File: config.mk
export PLATFORM = sky130hd
export DESIGN_NAME = uart_transmitter
export DESIGN_NICKNAME = d
export VERILOG_FILES = /design/src/rtl/uart_transmitter.sv
export SDC_FILE = /design/constraint.sdc
export NUM_CORES = 1
export LEC_CHECK = 0
export BUFFER_PORTS_ARGS = -buffer_cell sky130_fd_sc_hd__buf_2
export CORE_ASPECT_RATIO = 0.9
export CORE_MARGIN = 2
export CORE_UTILIZATION = 49
export CTS_BUF_LIST = sky130_fd_sc_hd__clkbuf_16
export DETAILED_ROUTE_END_ITERATION = 8
export MAX_ROUTING_LAYER = met4
export PLACE_DENSITY = 0.77
export SLEW_MARGIN = 0
export SYNTH_ARGS = -nofsm -noshare
export SYNTH_HDL_FRONTEND = slang
export SYNTH_SLANG_ARGS = --single-unit
File: constraint.sdc
create_clock -name clk_50Mhz -period 2.1 [get_ports clk_50Mhz]
set_input_delay 0.42 -clock clk_50Mhz [delete_from_list [all_inputs] [get_ports clk_50Mhz]]
set_output_delay 0.42 -clock clk_50Mhz [all_outputs]
set_load 0.02 [all_outputs]
File: src/rtl/uart_transmitter.sv
`timescale 1ns/1ps
`default_nettype none
// ============================================================================
//  Module   : uart_transmitter
//  Purpose  : Transmit half of the UART. Bytes are written into a small FIFO
//             and sent on tx as: one start bit (16 ticks low), DBITS data
//             bits LSB first (16 ticks each), then a stop period of SBITS
//             ticks high. Timing is counted in 16x-baud ticks that come
//             from the tick generator shared with the receiver.
//
//  Ports    : clk_50Mhz  in   system clock, rising edge
//             rst        in   synchronous active-high reset
//             tick       in   one-clock pulse at 16x baud rate
//             wr_en      in   write strobe, pushes din when not full
//             din        in   [DBITS-1:0] byte to transmit
//             full       out  FIFO full, writes dropped while high
//             fifo_count out  [FIFO_AW:0] bytes queued (excludes shifter)
//             busy       out  high whenever a frame is in progress
//             tx_done    out  one-clock pulse at the end of each stop period
//             tx         out  registered serial line, idle high
//
//  Revision : 1.0  initial release
// ============================================================================
module uart_transmitter #(
    parameter int DBITS   = 8,
    parameter int SBITS   = 16,
    parameter int FIFO_AW = 2
) (
    input  logic               clk_50Mhz,
    input  logic               rst,
    input  logic               tick,
    input  logic               wr_en,
    input  logic [DBITS-1:0]   din,
    output logic               full,
    output logic [FIFO_AW:0]   fifo_count,
    output logic               busy,
    output logic               tx_done,
    output logic               tx
);

    // ------------------------------------------------------------------------
    // Constants
    // ------------------------------------------------------------------------
    localparam int c_DEPTH = 2 ** FIFO_AW;
    // Bit counter must be able to hold DBITS-1; never narrower than one bit.
    localparam int c_BW    = (DBITS > 1) ? $clog2(DBITS) : 1;

    localparam logic [FIFO_AW:0] c_DEPTH_CNT = (FIFO_AW + 1)'(c_DEPTH);
    localparam logic [3:0]       c_TICK_LAST = 4'd15;
    // The tick counter is 4 bits wide, so a stop period is at most 16 ticks.
    localparam logic [3:0]       c_STOP_LAST = 4'(SBITS - 1);
    localparam logic [c_BW-1:0]  c_BIT_LAST  = c_BW'(DBITS - 1);

    localparam logic [1:0] c_IDLE  = 2'd0;
    localparam logic [1:0] c_START = 2'd1;
    localparam logic [1:0] c_DATA  = 2'd2;
    localparam logic [1:0] c_STOP  = 2'd3;

    // ------------------------------------------------------------------------
    // Declarations
    // ------------------------------------------------------------------------
    logic [DBITS-1:0]   r_mem [c_DEPTH];
    logic [FIFO_AW-1:0] r_wr_ptr;
    logic [FIFO_AW-1:0] r_rd_ptr;
    logic [FIFO_AW:0]   r_count;

    logic [1:0]         r_state;
    logic [3:0]         r_tick_cnt;
    logic [c_BW-1:0]    r_bit_cnt;
    logic [DBITS-1:0]   r_shift;
    logic               r_tx;
    logic               r_tx_done;

    logic               w_full;
    logic               w_push;
    logic               w_pop;
    logic [DBITS-1:0]   w_head;

    logic [1:0]         w_state_next;
    logic [3:0]         w_tick_next;
    logic [c_BW-1:0]    w_bit_next;
    logic [DBITS-1:0]   w_shift_next;
    logic               w_tx_next;
    logic               w_tx_done_next;

    // ------------------------------------------------------------------------
    // Write-side FIFO
    // ------------------------------------------------------------------------
    assign w_full = (r_count == c_DEPTH_CNT);
    // A write while full is dropped even if a pop frees a slot in the same
    // cycle; the writer is expected to watch full.
    assign w_push = wr_en && !w_full;
    // The FIFO is only drained from IDLE. The clock on which STOP finishes
    // is still in STOP, so there is always at least one IDLE clock between
    // frames.
    assign w_pop  = (r_state == c_IDLE) && (r_count != '0);
    assign w_head = r_mem[r_rd_ptr];

    // Storage is not reset: pointers and count define what is valid.
    always_ff @(posedge clk_50Mhz) begin
        if (w_push) begin
            r_mem[r_wr_ptr] <= din;
        end
    end

    always_ff @(posedge clk_50Mhz) begin
        if (rst) begin
            r_wr_ptr <= '0;
            r_rd_ptr <= '0;
            r_count  <= '0;
        end else begin
            // Pointers wrap naturally at the depth (power of two).
            if (w_push) begin
                r_wr_ptr <= r_wr_ptr + 1'b1;
            end
            if (w_pop) begin
                r_rd_ptr <= r_rd_ptr + 1'b1;
            end
            case ({w_push, w_pop})
                2'b10:   r_count <= r_count + 1'b1;
                2'b01:   r_count <= r_count - 1'b1;
                default: r_count <= r_count;
            endcase
        end
    end

    // ------------------------------------------------------------------------
    // FSM: state register
    // ------------------------------------------------------------------------
    always_ff @(posedge clk_50Mhz) begin
        if (rst) begin
            r_state    <= c_IDLE;
            r_tick_cnt <= '0;
            r_bit_cnt  <= '0;
            r_shift    <= '0;
            r_tx       <= 1'b1;
            r_tx_done  <= 1'b0;
        end else begin
            r_state    <= w_state_next;
            r_tick_cnt <= w_tick_next;
            r_bit_cnt  <= w_bit_next;
            r_shift    <= w_shift_next;
            r_tx       <= w_tx_next;
            r_tx_done  <= w_tx_done_next;
        end
    end

    // ------------------------------------------------------------------------
    // FSM: next-state logic
    // ------------------------------------------------------------------------
    always_comb begin
        w_state_next = r_state;
        w_tick_next  = r_tick_cnt;
        w_bit_next   = r_bit_cnt;
        w_shift_next = r_shift;

        case (r_state)
            c_IDLE: begin
                // Any tick on the pop cycle is ignored: the counter starts
                // from zero in START.
                if (w_pop) begin
                    w_shift_next = w_head;
                    w_tick_next  = '0;
                    w_bit_next   = '0;
                    w_state_next = c_START;
                end
            end

            c_START: begin
                if (tick) begin
                    if (r_tick_cnt == c_TICK_LAST) begin
                        w_tick_next  = '0;
                        w_state_next = c_DATA;
                    end else begin
                        w_tick_next = r_tick_cnt + 1'b1;
                    end
                end
            end

            c_DATA: begin
                if (tick) begin
                    if (r_tick_cnt == c_TICK_LAST) begin
                        w_tick_next  = '0;
                        w_shift_next = r_shift >> 1;
                        if (r_bit_cnt == c_BIT_LAST) begin
                            w_state_next = c_STOP;
                        end else begin
                            w_bit_next = r_bit_cnt + 1'b1;
                        end
                    end else begin
                        w_tick_next = r_tick_cnt + 1'b1;
                    end
                end
            end

            c_STOP: begin
                if (tick) begin
                    if (r_tick_cnt == c_STOP_LAST) begin
                        w_tick_next  = '0;
                        w_state_next = c_IDLE;
                    end else begin
                        w_tick_next = r_tick_cnt + 1'b1;
                    end
                end
            end

            default: begin
                w_state_next = c_IDLE;
            end
        endcase
    end

    // ------------------------------------------------------------------------
    // FSM: output logic
    // ------------------------------------------------------------------------
    // tx is decoded from the state being entered and then registered, so the
    // line level changes on the same edge as the state and is glitch-free.
    always_comb begin
        w_tx_next      = 1'b1;
        w_tx_done_next = 1'b0;

        case (w_state_next)
            c_START: w_tx_next = 1'b0;
            c_DATA:  w_tx_next = w_shift_next[0];
            default: w_tx_next = 1'b1;
        endcase

        if ((r_state == c_STOP) && (w_state_next == c_IDLE)) begin
            w_tx_done_next = 1'b1;
        end
    end

    // ------------------------------------------------------------------------
    // Outputs
    // ------------------------------------------------------------------------
    assign tx         = r_tx;
    assign tx_done    = r_tx_done;
    assign busy       = (r_state != c_IDLE);
    assign full       = w_full;
    assign fifo_count = r_count;

endmodule
`default_nettype wire
After elaboration in Yosys (flattened, before gate mapping)
Memories as Yosys holds them, arrays and structs flattened. A register that Yosys moved wholly into a read port is not among the register bits.
Cells that the tools add are included.
{"block": "totals", "ff_bits": 26, "latchBits": 0, "ram_bits": 32, "rom_bits": 0, "inputBits": 12, "out_inout_bits": 7, "elab_cells": 75, "n_memories": 1}
{"block": "classes", "n_addsub": 6, "n_mul": 0, "n_div": 0, "n_lt_le_gt_ge": 0, "eq_ne": 15, "n_shift": 0, "mux": 29, "bitwise": 0, "reduce_logical": 14}
{"memory": "r_mem", "depth": 4, "word_bits": 8, "read_ports": 1, "rd_clocked_by_memory_dff": 1, "wr": 1, "line": "62", "rtl": "logic [DBITS-1:0] r_mem [c_DEPTH];"}
{"cell": "$mux W8", "n": 3}
{"cell": "$mux W2", "n": 10}
{"cell": "$pmux W8 S2", "n": 1}
{"cell": "$mux W3", "n": 4}
{"cell": "$mux W4", "n": 3}
{"cell": "$pmux W3 S2", "n": 2}
{"cell": "$eq A2 B2 Y1 const B", "n": 4}
{"cell": "$ne A2 B2 Y1 const B", "n": 4}
{"cell": "$pmux W2 S4", "n": 1}
{"cell": "$pmux W4 S2", "n": 1}
{"cell": "$add A3 B1 Y3 const B", "n": 2}
{"cell": "$eq A2 B1 Y1 const B", "n": 3}
{"cell": "$eq A3 B3 Y1 const B", "n": 2}
{"cell": "$reduce_bool A2 Y1", "n": 3}
{"cell": "$reduce_and A5 Y1", "n": 1}
{"cell": "$add A2 B1 Y2 const B", "n": 2}
{"cell": "$add A4 B1 Y4 const B", "n": 1}
{"cell": "$eq A4 B4 Y1 const B", "n": 1}
{"cell": "$logic_not A2 Y1", "n": 2}
{"cell": "$reduce_and A4 Y1", "n": 1}
{"cell": "$logic_and A1 B1 Y1", "n": 3}
{"cell": "$mux W1", "n": 3}
{"cell": "$reduce_bool A3 Y1", "n": 1}
{"cell": "$reduce_or A3 Y1", "n": 1}
{"cell": "5 further kinds", "n": 5}

Longest topological paths before layout
Gate-level depths: netlist of run 1.
{"block": "logic_depth", "word_depth": 8, "ltp_mapped": 11, "depth_no_buf": 9}

Worst setup path before layout of run 1
Ideal clock, no wire load.
{"block": "synth_path", "kind": "reg2reg", "start": "reg r_count[2], in the netlist fifo_count[2]", "end": "reg r_count[2], in the netlist fifo_count[2]", "setup_ps": 71, "arrival_ps": 2586, "required_ps": 2029, "path_slack_ps": -556, "stages_incl_launch_ff": 11, "path_buffers": 1, "period_less_slack_ps": 2656, "path_cell_list": "dfxtp_1 -> nor3b_1 -> nor2b_1 -> clkbuf_1 -> inv_1 -> ha_1 -> inv_1 -> fa_1 -> xor2_1 -> or3_1 -> a21oi_1"}
{"block": "synth_via", "elab_chain_len": 5, "elab_cells_between_ends": 11, "cone_classes": "add/sub: 2; eq/ne: 3; mux: 1; reduce/logical: 5"}
{"item": "start, declared", "line": "65", "rtl": "logic [FIFO_AW:0] r_count;"}
{"item": "start signal, assigned", "line": "120", "rtl": "2'b10: r_count <= r_count + 1'b1;"}
{"item": "start signal, assigned", "line": "121", "rtl": "2'b01: r_count <= r_count - 1'b1;"}
{"item": "start signal, assigned", "line": "122", "rtl": "default: r_count <= r_count;"}
{"item": "$eq A3 B3 Y1 *", "line": "89", "rtl": "assign w_full = (r_count == c_DEPTH_CNT);"}
{"item": "named net full", "line": "34", "rtl": "output logic full,"}
{"item": "$logic_not A1 Y1 *", "line": "92", "rtl": "assign w_push = wr_en && !w_full;"}
{"item": "$logic_and A1 B1 Y1 *", "line": "92"}
{"item": "$eq A2 B1 Y1 / $eq A2 B2 Y1 (equally long branches)", "line": "119", "rtl": "case ({w_push, w_pop})"}
{"item": "$pmux W3 S2 / $reduce_bool A2 Y1 (equally long branches)"}
The timed path passes the listed nets; every way through them passes the cells marked *.
A chain may end at the register's enable or synchronous reset.

Final worst setup path of run 1
{"block": "layout_path", "start": "reg r_state[0]", "end": "reg r_count[2], in the netlist fifo_count[2]"}
{"block": "layout_via", "elab_chain_len": 4, "elab_cells_between_ends": 6, "cone_classes": "eq/ne: 2; mux: 1; reduce/logical: 3"}
{"item": "start, declared", "line": "67", "rtl": "logic [1:0] r_state;"}
{"item": "start signal, assigned", "line": "132", "rtl": "r_state <= c_IDLE;"}
{"item": "start signal, assigned", "line": "139", "rtl": "r_state <= w_state_next;"}
{"item": "$logic_not A2 Y1 *", "line": "96", "rtl": "assign w_pop = (r_state == c_IDLE) && (r_count != '0);"}
{"item": "$logic_and A1 B1 Y1 *", "line": "96"}
{"item": "$eq A2 B1 Y1 / $eq A2 B2 Y1 (equally long branches)", "line": "119"}
{"item": "$pmux W3 S2 / $reduce_bool A2 Y1 (equally long branches)"}
Mark *: on every way between the ends. The rest lies on a longest branch, timed or not.

==> results of run 1 <==
==> critical path, delay by kind of cell, from the launching register on <==
kind                     cells  cell delay (ns)
AND/OR/NAND/NOR              3             0.58
XOR/XNOR                     1             0.15
adder cells (fa/ha/maj)      2             0.47
buffers and inverters        2             0.15
flip-flops                   1             0.38
AO/OA/AOI/OAI                1             0.12
==> final cells by class <==
| class | instances | area share |
|---|---|---|
| tap | 65 | 0.0268 |
| timing repair buffer | 25 | 0.0470 |
| inverter | 11 | 0.0144 |
| multi-input combinational | 115 | 0.313 |
| clock buffer | 9 | 0.0741 |
| sequential | 60 | 0.503 |
| clock inverter | 7 | 0.0222 |
==> metrics by stage <==
| stage | cell area (um2) | std cells | hold WS [ns] | util | TNS (ns) |
|---|---|---|---|---|---|
| after floorplan | 2560 | 194 | 0.448 | - | -0.00913 |
| after global placement | 2740 | 275 | 0.459 | 0.559 | 0 |
| after detailed placement | 2740 | 275 | 0.465 | 0.559 | 0 |
| after CTS | 3030 | 291 | 0.298 | 0.619 | 0 |
| after global routing | 3040 | 292 | 0.309 | 0.621 | 0 |
| final | 3040 | 292 | 0.311 | 0.621 | 0 |
==> logic make-up after synthesis <==
| group | synth area share |
|---|---|
| and+or+nand+nor | 0.137 |
| DFF | 0.603 |
| AOI/OAI and AO/OA | 0.0828 |
| buffers and inverters | 0.0327 |
| muxes | 0.0754 |
| adders and majority gates | 0.0476 |
| xor gates and xnor gates | 0.0208 |
==> state kept, by name, indices dropped and copies added (netlist names), named ones only <==
register    cells
r_mem          32
r_shift         8
r_tick_cnt      4
fifo_count      3
r_bit_cnt       3
r_rd_ptr        2
r_state         2
r_wr_ptr        2
tx              1
tx_done         1
==> power by group through the flow <==
stage	clock [uW]	sequential, uW	combinational (uW)
floorplan	0	1670	904
global placement	0	1690	1140
detailed placement	0	1690	1170
CTS	1440	1670	1180
global route	1490	1700	1330
finish	1400	1670	1190
==> worst min-delay path by stage <==
stage	from	cells after the start	slack (ns)	endpoint
final	din[7]	1	0.31	r_mem[0][7]$_DFFE_PP_
after global routing	din[7]	1	0.31	r_mem[0][7]$_DFFE_PP_
after CTS	din[5]	1	0.30	r_mem[2][5]$_DFFE_PP_
after detailed placement	r_bit_cnt[1]$_SDFFE_PP0P_	2	0.46	r_bit_cnt[1]$_SDFFE_PP0P_
after global placement	r_bit_cnt[2]$_SDFFE_PP0P_	2	0.46	r_bit_cnt[2]$_SDFFE_PP0P_
after floorplan	r_shift[7]$_SDFFE_PP0P_	2	0.45	r_shift[7]$_SDFFE_PP0P_
==> cell usage after synthesis, drive strengths merged, types with 4 or more instances <==
cell type,instances,share of area
buf,4,0.010
a21oi,9,0.018
ha,8,0.040
dfxtp,28,0.22
and2,4,0.0099
nor2,17,0.026
o21ai,7,0.014
nand3,8,0.016
and3,7,0.019
edfxtp,32,0.38
mux4,8,0.071
nand2,8,0.015
clkbuf,4,0.0060
a221o,6,0.024
inv,11,0.016
xor2,4,0.014
==> layer usage <==
metal  GRT usage  part of all wire
met2       0.261              0.50
met5           -                 0
met1       0.204              0.44
met3      0.0560             0.042
met4      0.0920             0.021
==> repair_timing <==
| item | in CTS | in global routing |
|---|---|---|
| endpoints found under the setup margin | 0 | 1 |
| setup buffers | 0 | 1 |
| gates resized for setup | 0 | 1 |
==> out/results.ini, run 1 <==
[worst_setup_path]
critical_path_required_ns=2.35
r2r-start=r_state[0]$_SDFF_PP0_
reg2reg_slack_ns=0.16
ff2ff_path_depth=9
end_kind=flip-flop
start_kind=flip-flop
max_stage_delay_ns=0.38
cp.arrival_ns=2.19
startpoint=r_state[0]$_SDFF_PP0_
crit_type=reg2reg
crit_path_end=fifo_count[2]$_SDFFE_PP0P_
regToRegEndpoint=fifo_count[2]$_SDFFE_PP0P_
cp_max_fo=11
worstPathCellList=nor2_4 -> nand2_4 -> inv_4 -> ha_4 -> inv_1 -> fa_2 -> xor2_1 -> or3_1 -> a21oi_1
cp_slowest_cell=dfxtp_1

[routing]
wl_mm=4.18
drtIter0Drc=84
via_per_inst=5.35
vias=1561
ant_nets=0
wire_per_inst_um=14.3
drtPass1Iterations=4
drc=0

[clock_tree]
cts_hold_buffers=0
cts_buffer_depth=2
cts_buffers=9
cts-root-buf=clkbuf_16
clock_sinks=60
clk_pin_slew_ns=0.05
htree_levels=3
clk_latency_ns=0.32
cts_tree=done

[pwr]
power_frac_comb=0.279
clockPowerShare=0.329
power-per-cell-area_nw_per_um2=1400
leakage_uw=0.00114
p_total_uw=4270
p_int_uw=2960
pwr-share-seq=0.392
ir_drop_mv=0.834
p_sw_uw=1310
sw_frac_of_total=0.306

[floorplanning]
core_um2=4890
num_rows=24
start_util=0.515
die_area_um2=5740
die_x_um=79.6
io-pin-count=19
die_h_um=72.1

[sta]
slew_viol_final=0
hold_viol_final=0
max_freq_mhz=515
finalSetupViolCount=0
clock_skew_ns=0.00410
timing.final.ws_setup_ns=0.160
period_needed_ns=1.94
fin_crit_sh=0.924
tightest_slew_ns=0.662
slew_headroom=0.554
rsz0062_at_grt=false

[synth]
synth.ff_latch_count=60
synthFlopType=edfxtp_1
synth_edf_count=32
async_reset_ff_frac=0
syn_nets=215
ys_warn_count=0
avgSynthCellArea_um2=13.0
synth.distinct_cells=42
ys_seq_area_frac=0.603
synthCells=194
syn_area_um2=2520

[global_routing]
track_usage=0.171
antenna_found_initial=0
grt_max_degree=22
grt_pass1_vias=1534
grt_first_pass_wirelength_mm=6.97
grt_overflow_total=0

[cells_and_area]
seqCellArea_um2=1530
drive_gt1_frac=0.282
final_cell_mix=32 x edfxtp_1, 25 x dfxtp_1, 18 x buf_2, 16 x nor2_1, 10 x inv_1
nets=243
multi_input_area_um2=950
final_common_cell=edfxtp_1
syn_to_final_growth_pct=20.4
nFillCells=372
diodes=0

[placement]
dp_slack_ns=0.129
portBuffers=18
place_congestion=0.729
dp_hpwl_mm=2.78

[hold_path]
hold_class=in2reg

[status]
status=finished clean

[flow_run]
cap_violations=0

Power figures use the tool's default switching activity.
==> run 2, diff against run 1 <==
--- a/config.mk
+++ b/config.mk
@@ -12,7 +12,7 @@
 export CTS_BUF_LIST = sky130_fd_sc_hd__clkbuf_16
 export DETAILED_ROUTE_END_ITERATION = 8
 export MAX_ROUTING_LAYER = met4
-export PLACE_DENSITY = 0.77
+export PLACE_DENSITY = 0.74
 export SLEW_MARGIN = 0
 export SYNTH_ARGS = -nofsm -noshare
 export SYNTH_HDL_FRONTEND = slang
==> constraint.sdc (replaced) <==
create_clock -name clk_50Mhz -period 1.9 [get_ports clk_50Mhz]
set_input_delay 0.38 -clock clk_50Mhz [delete_from_list [all_inputs] [get_ports clk_50Mhz]]
set_output_delay 0.38 -clock clk_50Mhz [all_outputs]
set_load 0.02 [all_outputs]
==> run 2 against run 1 <==
Net effect: final area grew 1.6%; clock skew is 0.00068 ns higher; global-route usage grew 0.57 points; routed wire length is 1.2% higher; sequential power up 9%; die area stayed put; largest cell class unchanged.
==> out/results.ini, run 2 (synthesized netlist as in run 1, its figures left out) <==
[status]
status=finished clean

[placement]
placed_area_um2=2780  ; +1.5%
place_congestion=0.788  ; +8.1%
dp_hpwl_mm=2.93  ; +5.1%
portBuffers=18  ; unchanged
dp_slack_ns=0.0552  ; -0.0737 ns

[clock_tree]
htree_levels=3  ; unchanged
cts-root-buf=clkbuf_16
cts_buffer_depth=2  ; unchanged
clock_sinks=60  ; unchanged
cts_hold_buffers=0  ; unchanged
clk_latency_ns=0.33  ; about the same
cts_buffers=9  ; unchanged
cts_tree=done
clk_pin_slew_ns=0.06  ; about the same

[pwr]
power-per-cell-area_nw_per_um2=1580  ; +12%
clockPowerShare=0.334  ; +0.005
power_frac_comb=0.293  ; +0.014
leakage_uw=0.00117  ; +2.2%
p_sw_uw=1510  ; +15%
pwr-share-seq=0.373  ; -0.019
sw_frac_of_total=0.309  ; +0.00345
p_total_uw=4870  ; +14%
p_int_uw=3360  ; +14%
ir_drop_mv=1.25  ; +50%

[global_routing]
grt_max_degree=14  ; -36%
grt_first_pass_wirelength_mm=7.19  ; +3.2%
track_usage=0.177  ; +0.00570
grt_overflow_total=0  ; unchanged
antenna_found_initial=0  ; unchanged
grt_pass1_vias=1513  ; -1.4%

[cells_and_area]
final_cell_mix=32 x edfxtp_1, 25 x dfxtp_1, 18 x buf_2, 15 x nor2_1, 11 x buf_4
nets=247  ; +1.6%
drive_gt1_frac=0.312  ; +0.0297
diodes=0  ; unchanged
largest-register=r_mem
final_common_cell=edfxtp_1
largest_reg_flops=32  ; unchanged
syn_to_final_growth_pct=22.4
final_area_um2=3090  ; +1.6%
reg.largest.list=r_mem (32), r_shift (8), r_tick_cnt (4)

[sta]
max_freq_mhz=536  ; +4.1%
clock_skew_ns=0.00478  ; +0.000684 ns
slew_viol_final=0  ; unchanged
fin_crit_sh=0.981  ; +0.0572
period_needed_ns=1.86  ; -0.0761 ns
slew_headroom=0.704  ; +0.150
rsz0062_at_grt=true
tns_ns=0  ; unchanged
tightest_slew_ns=0.444  ; -0.218 ns
hold_viol_final=0  ; unchanged
finalSetupViolCount=0  ; unchanged
timing.final.ws_setup_ns=0.0356  ; -0.124 ns

[worst_setup_path]
start_kind=flip-flop
critical_path_required_ns=2.15  ; -0.20 ns
end_kind=flip-flop
reg2reg_slack_ns=0.04  ; -0.12 ns
r2r-start=fifo_count[2]$_SDFFE_PP0P_
cp.arrival_ns=2.12  ; -0.07 ns
crit_type=reg2reg
ff2ff_path_depth=9  ; unchanged
regToRegEndpoint=fifo_count[2]$_SDFFE_PP0P_
cp_max_fo=6  ; -5

[floorplanning]
io-pin-count=19  ; unchanged
die_area_um2=5740  ; unchanged
die_h_um=72.1  ; unchanged
start_util=0.515  ; unchanged
die_x_um=79.6  ; unchanged
num_rows=24  ; unchanged
core_um2=4890  ; unchanged

[hold_path]
hp-start=din[6]
hold_path_end=r_mem[3][6]$_DFFE_PP_
hold_class=in2reg
hold-path-cell-count=1  ; unchanged

[routing]
via_per_inst=5.22  ; -2.3%
wl_mm=4.23  ; +1.2%
vias=1546  ; -0.96%
drc=0  ; unchanged
drtPass1Iterations=4  ; unchanged
drtIter0Drc=73  ; -13%
ant_nets=0  ; unchanged
wire_per_inst_um=14.3  ; -0.19%

[flow_run]
cap_violations=0  ; unchanged

-- run 2: cell types whose count changed in the layout (fill, tap and decap cells not counted), moves of 2 or more --
cell,previous run,this run
buf_4,7,11
clkinv_2,2,0
clkinv_4,0,2
inv_2,1,3
inv_1,10,8
inv_6,1,3
-- run 2: layout make-up --
type / count / area [um2]
fillers: 362 / 1810
flip-flops and latches: 60 / 1530
multi-input cells: 115 / 955
clock buffers: 9 / 225
repair buffers: 29 / 173
clock inverters: 7 / 81.3
well taps: 65 / 81.3
inverters: 11 / 41.3
-- run 2: repair_timing --
action,4_1_cts,5_1_grt
hold endpoints to repair,0,0
setup buffers,0,0
gates resized for setup,0,2
setup endpoints to repair,0,2
-- run 2: stage by stage --
stage	utilization	std cells	hold slack, ns
final	0.631	296	0.261
after detailed placement	0.567	280	0.463
after global placement	0.567	280	0.461
after CTS	0.630	296	0.252
after global routing	0.631	296	0.262
after floorplan	-	194	0.448
-- run 2: critical path: stages (launching register included) --
cell and delay, ns:
dfxtp_4 0.37, nor3b_4 0.22, nor2b_2 0.07, inv_2 0.07, ha_4 0.13, inv_2 0.03
fa_2 0.32, xor2_1 0.16, or3_1 0.30, a21oi_1 0.12
-- run 2: how the worst max path moves through the flow --
| stage | from | to | slack, ns | cells after the start |
|---|---|---|---|---|
| floorplan | fifo_count[2]$_SDFFE_PP0P_ | fifo_count[2]$_SDFFE_PP0P_ | -0.20 | 10 |
| global placement | fifo_count[2]$_SDFFE_PP0P_ | fifo_count[2]$_SDFFE_PP0P_ | 0.08 | 9 |
| detailed placement | fifo_count[1]$_SDFFE_PP0P_ | fifo_count[2]$_SDFFE_PP0P_ | 0.06 | 9 |
| CTS | fifo_count[2]$_SDFFE_PP0P_ | fifo_count[2]$_SDFFE_PP0P_ | 0.02 | 9 |
| global route | fifo_count[2]$_SDFFE_PP0P_ | fifo_count[2]$_SDFFE_PP0P_ | -0.10 | 9 |
| finish | fifo_count[2]$_SDFFE_PP0P_ | fifo_count[2]$_SDFFE_PP0P_ | 0.04 | 9 |
-- run 2: power by group through the flow --
stage | registers, uW | logic, uW | clock network, uW
after floorplan | 1850 | 1020 | 0
after global placement | 1830 | 1370 | 0
after detailed placement | 1840 | 1410 | 0
after CTS | 1820 | 1420 | 1660
after global routing | 1850 | 1610 | 1720
final | 1820 | 1430 | 1630
-- run 2: metal layers --
metal	vias to the layer above	global-route usage	share of wire
met1	729	0.223	0.48
met2	24	0.253	0.45
met3	10	0.0597	0.039
met5	-	-	0
met4	0	0.0977	0.023
li1	783	-	-
==> run 3, diff against run 2 <==
--- a/config.mk
+++ b/config.mk
@@ -8,11 +8,11 @@
 export BUFFER_PORTS_ARGS = -buffer_cell sky130_fd_sc_hd__buf_2
 export CORE_ASPECT_RATIO = 0.9
 export CORE_MARGIN = 2
-export CORE_UTILIZATION = 49
+export CORE_UTILIZATION = 59
 export CTS_BUF_LIST = sky130_fd_sc_hd__clkbuf_16
 export DETAILED_ROUTE_END_ITERATION = 8
 export MAX_ROUTING_LAYER = met4
-export PLACE_DENSITY = 0.74
+export PLACE_DENSITY = 0.85
 export SLEW_MARGIN = 0
 export SYNTH_ARGS = -nofsm -noshare
 export SYNTH_HDL_FRONTEND = slang
==> run 3 against run 2 <==
Net effect: setup slack got worse by 0.023 ns; final area shrank 1.6%; sequential share of layout area rose by 0.82 points; combinational power about the same; register-to-register slack got worse by 0.02 ns; via count up 3.2%; largest cell class unchanged; highest routed layer unchanged.
==> out/results.ini, run 3 (synthesized netlist as in run 1, its figures left out) <==
[sta]
tns_ns=0  ; unchanged
holdWs_ns=0.270  ; +0.00933 ns
finalSetupViolCount=0  ; unchanged
fin_crit_sh=0.994  ; +0.0123
max_freq_mhz=530  ; -1.2%
slew_viol_final=0  ; unchanged
slew_headroom=0.583  ; -0.121
tightest_slew_ns=0.619  ; +0.175 ns
hold_viol_final=0  ; unchanged
period_needed_ns=1.89  ; +0.0234 ns
clock_skew_ns=0.00452  ; -0.000263 ns
rsz0062_at_grt=true

[cells_and_area]
final_cell_mix=32 x edfxtp_1, 25 x dfxtp_1, 18 x buf_2, 15 x nor2_1
nFillCells=241  ; -33%
drive_gt1_frac=0.297  ; -0.0147
final_common_cell=edfxtp_1
syn_to_final_growth_pct=20.4
reg.largest.list=r_mem (32), r_shift (8), r_tick_cnt (4)
diodes=0  ; unchanged
largest-register=r_mem
largest_reg_flops=32  ; unchanged
final_core_util=0.740  ; +0.110
nets=245  ; -0.81%

[worst_setup_path]
critical_path_required_ns=2.16  ; about the same
startpoint=fifo_count[1]$_SDFFE_PP0P_
r2r-start=fifo_count[1]$_SDFFE_PP0P_
end_kind=flip-flop
reg2reg_slack_ns=0.01  ; -0.02 ns
crit_type=reg2reg
cp.arrival_ns=2.14  ; +0.02 ns
cp_max_fo=6  ; unchanged
start_kind=flip-flop
ff2ff_path_depth=9  ; unchanged
regToRegEndpoint=fifo_count[2]$_SDFFE_PP0P_

[routing]
vias=1596  ; +3.2%
ant_nets=0  ; unchanged
via_per_inst=5.76  ; +10%
wire_per_inst_um=16.3  ; +14%
wl_mm=4.51  ; +6.8%
drtPass1Iterations=5  ; +1
drtIter0Drc=78  ; +6.8%
drc=0  ; unchanged

[clock_tree]
cts_buffers=9  ; unchanged
cts_hold_buffers=0  ; unchanged
cts_tree=done
htree_levels=3  ; unchanged
cts_buffer_depth=2  ; unchanged
clk_pin_slew_ns=0.05  ; about the same
clock_sinks=60  ; unchanged
cts-root-buf=clkbuf_16
clk_latency_ns=0.33  ; about the same

[pwr]
ir_drop_mv=0.910  ; -27%
power-per-cell-area_nw_per_um2=1580  ; +0.48%
p_total_uw=4810  ; -1.1%
leakage_uw=0.00114  ; -2.4%

[hold_path]
hp-start=din[5]
hold_class=in2reg
hold-path-cell-count=1  ; unchanged
hold_path_end=r_mem[0][5]$_DFFE_PP_

[flow_run]
cap_violations=0  ; unchanged

[floorplanning]
die_h_um=66.0  ; -8.4%
start_util=0.615  ; +0.0997
die_x_um=72.9  ; -8.4%
core_um2=4100  ; -16%
die_area_um2=4810  ; -16%
io-pin-count=19  ; unchanged
num_rows=22  ; -8.3%

[placement]
dp_hpwl_mm=3.01  ; +2.7%
portBuffers=18  ; unchanged
place_congestion=0.757  ; -3.9%

[global_routing]
grt_max_degree=14  ; unchanged
grt_first_pass_wirelength_mm=7.19  ; unchanged
antenna_found_initial=0  ; unchanged
grt_pass1_vias=1570  ; +3.8%
track_usage=0.218  ; +0.0404
grt_overflow_total=0  ; unchanged

[status]
status=finished clean

-- run 3: area by class of cell --
| class | instances | area (um2) | area share |
|---|---|---|---|
| clock buffers | 9 | 225 | 0.0742 |
| clock inverters | 7 | 67.6 | 0.0222 |
| inverters | 11 | 41.3 | 0.0136 |
| multi-input cells | 115 | 955 | 0.314 |
| flip-flops and latches | 60 | 1530 | 0.504 |
| well taps | 48 | 60.1 | 0.0198 |
| repair buffers | 27 | 158 | 0.0519 |
-- run 3: critical path, cell delays in order (launching register included) --
cell	delay [ns]
dfxtp_2	0.35
nor3b_4	0.24
nor2b_2	0.08
inv_2	0.07
ha_4	0.13
inv_2	0.03
fa_2	0.33
xor2_1	0.15
or3_1	0.31
a21oi_1	0.12
-- run 3: per-layer routing --
metal / routed length (um) / global-route usage / up-vias
met3: 233 / 0.0854 / 11
met4: 80 / 0.0949 / 0
met2: 2290 / 0.356 / 35
met1: 1910 / 0.236 / 768
met5: 0 / - / -
li1: - / - / 782
-- run 3: through the flow --
stage | cell area [um2] | worst slack, ns | instances
5_1_grt | 3040 | -0.0850 | 277
3_3_place_gp | 2740 | 0.0938 | 261
6_report | 3040 | 0.0122 | 277
3_5_place_dp | 2740 | 0.0264 | 261
2_1_floorplan | 2570 | -0.202 | 194
4_1_cts | 3030 | 0.00853 | 277
-- run 3: worst max-delay path by stage --
| stage | end | slack, ns |
|---|---|---|
| after floorplan | fifo_count[2]$_SDFFE_PP0P_ | -0.20 |
| after detailed placement | fifo_count[2]$_SDFFE_PP0P_ | 0.03 |
| after global routing | fifo_count[2]$_SDFFE_PP0P_ | -0.08 |
| final | fifo_count[2]$_SDFFE_PP0P_ | 0.01 |
| after CTS | fifo_count[2]$_SDFFE_PP0P_ | 0.009 |
| after global placement | fifo_count[2]$_SDFFE_PP0P_ | 0.09 |
-- run 3: timing repair --
item / CTS / global route
setup buffers: 0 / 0
gates resized for setup: 0 / 2
endpoints found under the setup margin: 0 / 2
-- run 3: report_power, final --
group / internal, uW / switching, uW / total [uW] / leakage (uW)
Sequential: 1650 / 182 / 1830 / 0.000524
Combinational: 671 / 758 / 1430 / 0.000489
Clock: 1000 / 551 / 1550 / 0.000129
Total: 3320 / 1490 / 4810 / 0.00114
